$ cat src/rtl/mips_pkg.sv
// Shared MIPS front-end definitions: fetch address width, halt encoding and fetch FSM states.
package mips_pkg;

  localparam int          MIPS_ADDR_W    = 10;
  localparam logic [31:0] MIPS_HALT_WORD = 32'hFFFF_FFFF;

  typedef enum logic [0:0] {
    RUN  = 1'b0,
    HALT = 1'b1
  } fetch_state_t;

endpackage

$ cat src/rtl/instruction_fetch.sv
// PC + IF/ID register: 1-cycle fetch latency, holds while ready_in is low, redirects override stalls.
// FETCH_HALT_EN enables halt-instruction detection; otherwise fetch never leaves RUN.
module instruction_fetch
  import mips_pkg::*;
#(
  parameter int          ADDR_W    = MIPS_ADDR_W,
  parameter logic [31:0] HALT_WORD = MIPS_HALT_WORD
) (
  input  logic              clk,
  input  logic              rst,
  output logic [ADDR_W-1:0] Addr,
  input  logic [31:0]       Instruction,
  input  logic              ready_in,
  input  logic              branch_en,
  input  logic [15:0]       branch_off,
  input  logic              jump_en,
  input  logic [25:0]       jump_target,
  output logic [31:0]       instr_out,
  output logic [ADDR_W-1:0] pc_out,
  output logic              valid_out,
  output logic              halted
);

  logic [ADDR_W-1:0] pc;
  logic [ADDR_W-1:0] pc_inc;
  logic [ADDR_W-1:0] target;
  logic [31:0]       br_sum;
  logic              run;
  logic              redirect;
  logic              advance;
  logic              halt_hit;
  logic              unused_bits;
  fetch_state_t      state;

  assign Addr   = pc;
  assign pc_inc = pc + ADDR_W'(1);

  // Branch offset is relative to pc_out (address of the instruction in IF/ID plus 1).
  assign br_sum = 32'(pc_out) + {{16{branch_off[15]}}, branch_off};
  assign target = jump_en ? jump_target[ADDR_W-1:0] : br_sum[ADDR_W-1:0];

  assign run      = (state == RUN);
  assign redirect = run & (jump_en | branch_en);
  assign advance  = run & ~(jump_en | branch_en) & (~valid_out | ready_in);
  assign halt_hit = (Instruction == HALT_WORD);
  assign halted   = (state == HALT);

  assign unused_bits = ^{jump_target, br_sum, halt_hit};

`ifdef FETCH_HALT_EN
  always_ff @(posedge clk) begin
    if (rst) begin
      state <= RUN;
    end else if (advance && halt_hit) begin
      state <= HALT;
    end
  end
`else
  assign state = RUN;
`endif

  always_ff @(posedge clk) begin
    if (rst) begin
      pc        <= '0;
      instr_out <= '0;
      pc_out    <= '0;
      valid_out <= 1'b0;
    end else if (!run) begin
      // Halted: drain the last live instruction once decode takes it.
      if (ready_in) begin
        valid_out <= 1'b0;
      end
    end else if (redirect) begin
      pc        <= target;
      valid_out <= 1'b0;
    end else if (advance) begin
      instr_out <= Instruction;
      pc_out    <= pc_inc;
      valid_out <= 1'b1;
      pc        <= pc_inc;
    end
  end

endmodule

$ cat config.mk
export PLATFORM = sky130hd
export DESIGN_NAME = instruction_fetch
export DESIGN_NICKNAME = d
export VERILOG_FILES = /design/src/rtl/mips_pkg.sv /design/src/rtl/instruction_fetch.sv
export SDC_FILE = /design/constraint.sdc
export NUM_CORES = 1
export LEC_CHECK = 0
export ABC_AREA = 0
export BUFFER_PORTS_ARGS = -buffer_cell sky130_fd_sc_hd__buf_2
export CORE_MARGIN = 1.5
export CORE_UTILIZATION = 45
export CTS_CLUSTER_DIAMETER = 30
export DETAILED_ROUTE_END_ITERATION = 6
export MAX_ROUTING_LAYER = met4
export PLACE_DENSITY = 0.89
export SLEW_MARGIN = 20
export SYNTH_ARGS = -nofsm -noshare
export SYNTH_HDL_FRONTEND = slang
export SYNTH_SLANG_ARGS = --single-unit
$ cat constraint.sdc
create_clock -name clk -period 2.65 [get_ports clk]
set_input_delay 0.1325 -clock clk [delete_from_list [all_inputs] [get_ports clk]]
set_output_delay 0.1325 -clock clk [all_outputs]
set_load 0.05 [all_outputs]
# Yosys cells after proc, flatten, opt, wreduce, memory -nomap -nowiden
# Cells that the tools add are included.
# word_totals
ff_bits	53
elab_cells	17
inputBits	79
# op_classes
addsub	2
n_mux	3
n_reduce_logical	3
bitwise_logic	5
# op_table
cell	n
two-way mux 10 bit	3
adder 10 x 1 -> 10 bit, second input constant	1
adder 10 bit	1
NOT 1 bit	2
OR 1 bit	2
AND reduction 2 bit	1
nonzero test 2 bit	1
OR reduction 2 bit	1
AND 1 bit	1

# Longest topological paths before layout
# depth
depth_word	5
ltp_mapped	7

# Worst setup path before layout
# OpenSTA, ideal clock, no wires.
# synth_path
kind	reg-to-reg
start	register pc_out[0]
end	register pc[8], in the netlist Addr[8]
path_stages_with_launch	8
setup_time_ps	103
slack_ps	318
arrival_time_ps	2229
path_cell_list	dfxtp_1 ha_1 fa_1 a211oi_1 nor3_1 nor4b_1 nor3b_1 a2111oi_2
# synth_between
elab_chain_len	3
# synth_rtl
element	line_no	text
start, declared	instruction_fetch.sv:19	output logic [ADDR_W-1:0] pc_out,
start signal, assigned	instruction_fetch.sv:78	pc_out <= pc_inc;
adder 10 bit	instruction_fetch.sv:39	assign br_sum = 32'(pc_out) + {{16{branch_off[15]}}, branch_off};
two-way mux 10 bit	instruction_fetch.sv:40	assign target = jump_en ? jump_target[ADDR_W-1:0] : br_sum[ADDR_W-1:0];
two-way mux 10 bit	instruction_fetch.sv:73	end else if (redirect) begin
end signal, assigned	instruction_fetch.sv:74	pc <= target;
end signal, assigned	instruction_fetch.sv:80	pc <= pc_inc;
end, declared	instruction_fetch.sv:24	logic [ADDR_W-1:0] pc;
# Every way passes these cells.
# A chain may end at the register's enable or synchronous reset.

# Worst setup path in the final report
# Ends and elaborated chain as after synthesis.

==> summary.md <==
| Metric | Value |
|---|---|
| CTS resizes | `0` |
| Cts bufs inserted | `5` |
| Final ANT Viol Nets | `0` |
| CP arrival | `2.64 ns` |
| Setup CP Type | `reg -> reg` |
| Worst r2r src | `pc_out[0]` |
| Vias per std cell | `5.336` |
| Largest net degree at the start of global routing | `58` |
| Fin worst setup slack | `0.2050 ns` |
| Hold Crit Class | `in -> reg` |
| Hold Crit Depth | `3` |
| Avg WL per Cell | `13.51 µm` |
| Slew @ Worst Pin | `between 1 and 1.5 ns` |
| Status | `completed` |
| Initial DRC count | `150` |
| Ys flop type | `dfxtp_1` |
| Via count | `2668` |
| Post-synthesis cell type count | `41` |
| First-pass GRT wire length | `10860 µm` |
| Die width | `78.92 µm` |
| Worst r2r dst | `Addr[8]` |
| Syn. warnings | `0` |
| Post-Syn Nets | `~420` |
| Core area | `5540 µm²` |
| Pwr Total | `1.905 mW` |
| Die height | `between 70 and 80 µm` |
| Inst Count DP | `493` |
| Reg2reg path depth | `7` |
| # Post-CTS Setup Buffers | `0` |
| Worst Skew | `0.006601 ns` |
| Max Freq | `409.0 MHz` |
| H-tree levels | `2` |
| I/O pin cnt | `133` |
| # DRC | `0` |
| Critical-path top delay cell | `fa_1` |
| CTS tree | `done` |
| Antenna diodes | `0` |
| LEAKAGE | `1.523 nW` |
| Global-route usage over all layers | `22.80%` |
| PwrDens | `577.4 nW/µm²` |
| Clk sinks | `53` |
| Clock Tree Buf Depth | `2` |
| Seq/Total Area, Yosys | `40.91%` |
| RSZ-0062 raised after global routing | `false` |
| Synth-to-layout area growth | `27.21%` |
| Hold wc startpoint | `Instruction[8]` |
| CP startpoint kind | `flip-flop` |
| Number of max-cap violations | `0` |
| Multi-input gate area | `roughly 1500 µm²` |
| Routability cong. | `0.9563` |
| Pre-Repair DR Iteration Count | `4` |
| Max incr delay on CP | `0.44 ns` |
| Post-route setup TNS | `0 ns` |
| Final Hold Fails | `0` |
| Crit share post-route | `92.26%` |
| Most common cell after layout, fill and taps aside | `buf_2` |
| FF/Latch Area | `1061 µm²` |
| Fillers | `509` |
| Clk root buf | `clkbuf_8` |
| Post-synthesis cell area | `2594 µm²` |
| Die Area | `6228 µm²` |
| Post-synthesis register bit count | `between 50 and 60` |
| Vias in the first global route | `~2.4k` |
| WP data required | `2.85 ns` |
| Hold Buf Count CTS | `0` |
| Worst-Skew Late Latency | `around 0.30 ns` |
| CP Cell Sequence | `ha_1 > fa_1 > a211oi_1 > nor3_1 > nor4b_1 > nor3b_1 > a2111oi_2` |
| Post-Route WL | `6755 µm` |
| Hold Path Sink | `instr_out[8]` |
| Detail Placement HPWL | `4907 µm` |
| Max-slew violation count | `0` |
| Row Count | `27` |
| Share of layout cells above drive strength 1 | `29.67%` |
| Synth async-reset ratio | `0%` |
| Crit-path max FO | `3` |
| Worst Setup End Kind | `flip-flop` |
| # setup viols final | `0` |
| Clock Pin Slew Worst Setup and Hold Paths | `0.09 ns` |
| Max_slew headroom | `between 20 and 30%` |
| Synth Area per Inst | `7.981 µm²` |
| Most frequent cells in the layout | `109 x buf_2, 82 x nand2_1, 53 x dfxtp_1` |
| Placement Setup Slack | `0.2937 ns` |
| Post-synth EDFFs | `0` |
| Nets | `~520` |
| Cells after Synth | `325` |
| Initial Utilization | `46.82%` |
| FF-to-FF setup slack | `0.21 ns` |
| Peak supply drop | `318.9 µV` |
| Port Buffers | `109` |
| Total global routing overflow | `0` |
| Final non-filler cell total | `500` |
| Initial antenna violation count | `0` |
| Final critical-path required period | `2.445 ns` |
-- kinds of logic after synthesis --
family	after synthesis	synth area share, %
AND/OR/NAND/NOR	139	23.93
XOR/XNOR	20	6.754
other	1	0.1446
multiplexers	3	1.158
flip-flops	53	40.91
buffers and inverters	21	3.377
AO/OA/AOI/OAI	77	18.14
adder cells (fa/ha/maj)	11	5.596
-- Yosys cell counts (2+ instances only) --
master    instances  area share [%]
a211oi_1         10             2.9
a21o_1            3            0.87
a21oi_1          42             8.1
a22oi_1           3            0.87
buf_2             3            0.58
clkbuf_1         13             1.9
dfxtp_1          53              41
ha_1             10             4.8
inv_1             3            0.43
mux2i_1           3             1.2
nand2_1          82              12
nand2b_1          2            0.48
nand3_1           5            0.96
nand4_1           2            0.48
nor2_1           23             3.3
nor2b_1           4            0.96
nor3_1            9             1.7
nor3b_1           2            0.58
nor4_1            2            0.48
o211ai_1          3            0.87
o21ai_0           7             1.4
o221ai_1          2            0.68
o32ai_1           2            0.68
or3_1             2            0.48
xnor2_1           9             3.0
xor2_1           11             3.7
-- worst max-delay path: cells and delay by family (launching register included) --
kind,cells,cell delay (ns)
adder cells (fa/ha/maj),2,0.65
AND/OR/NAND/NOR,3,0.61
flip-flops,1,0.33
AO/OA/AOI/OAI,2,0.75
-- final cells by class --
class / count / area share, %
Clock inverter: 2 / 1.062
Clock buffer: 5 / 2.086
Timing Repair Buffer: 114 / 17.67
Multi-Input combinational cell: 251 / 43.95
Sequential cell: 53 / 32.16
Tap cell: 72 / 2.730
Inverter: 3 / 0.3413
-- metal layers --
metal	track usage, %	wire (µm)	up-vias
met4	7.018	127	0
met5	-	0	-
met1	28.37	2833	1223
met3	5.287	502	12
met2	36.98	3291	111
li1	-	-	1322
-- where the power goes --
part	internal, mW	switching, mW
Clock	0.275	0.258
Combinational	0.152	0.335
Sequential	0.843	0.0422
-- flip-flops by register name, summed over array words and instances, names as in the netlist --
| signal | count |
|---|---|
| valid_out | 1 |
| Addr | 10 |
| pc_out | 10 |
| instr_out | 32 |
-- worst max-delay path by stage --
| stage | start | endpoint | slack, ns |
|---|---|---|---|
| CTS | pc_out[0] | Addr[8] | 0.26 |
| floorplan | pc_out[0] | Addr[8] | 0.32 |
| finish | pc_out[0] | Addr[8] | 0.21 |
| global placement | pc_out[0] | Addr[8] | 0.45 |
| detailed placement | pc_out[0] | Addr[8] | 0.29 |
| global route | pc_out[0] | Addr[8] | 0.12 |
-- per-stage QoR --
stage	area (µm²)	hold WS (ns)	util, %
finish	3299	0.05588	59.55
global route	3299	0.03873	59.55
CTS	3299	0.04480	59.55
detailed placement	3196	0.3777	57.68
global placement	3196	0.3672	57.68
floorplan	2594	0.2685	-
Power figures use the tool's default switching activity.
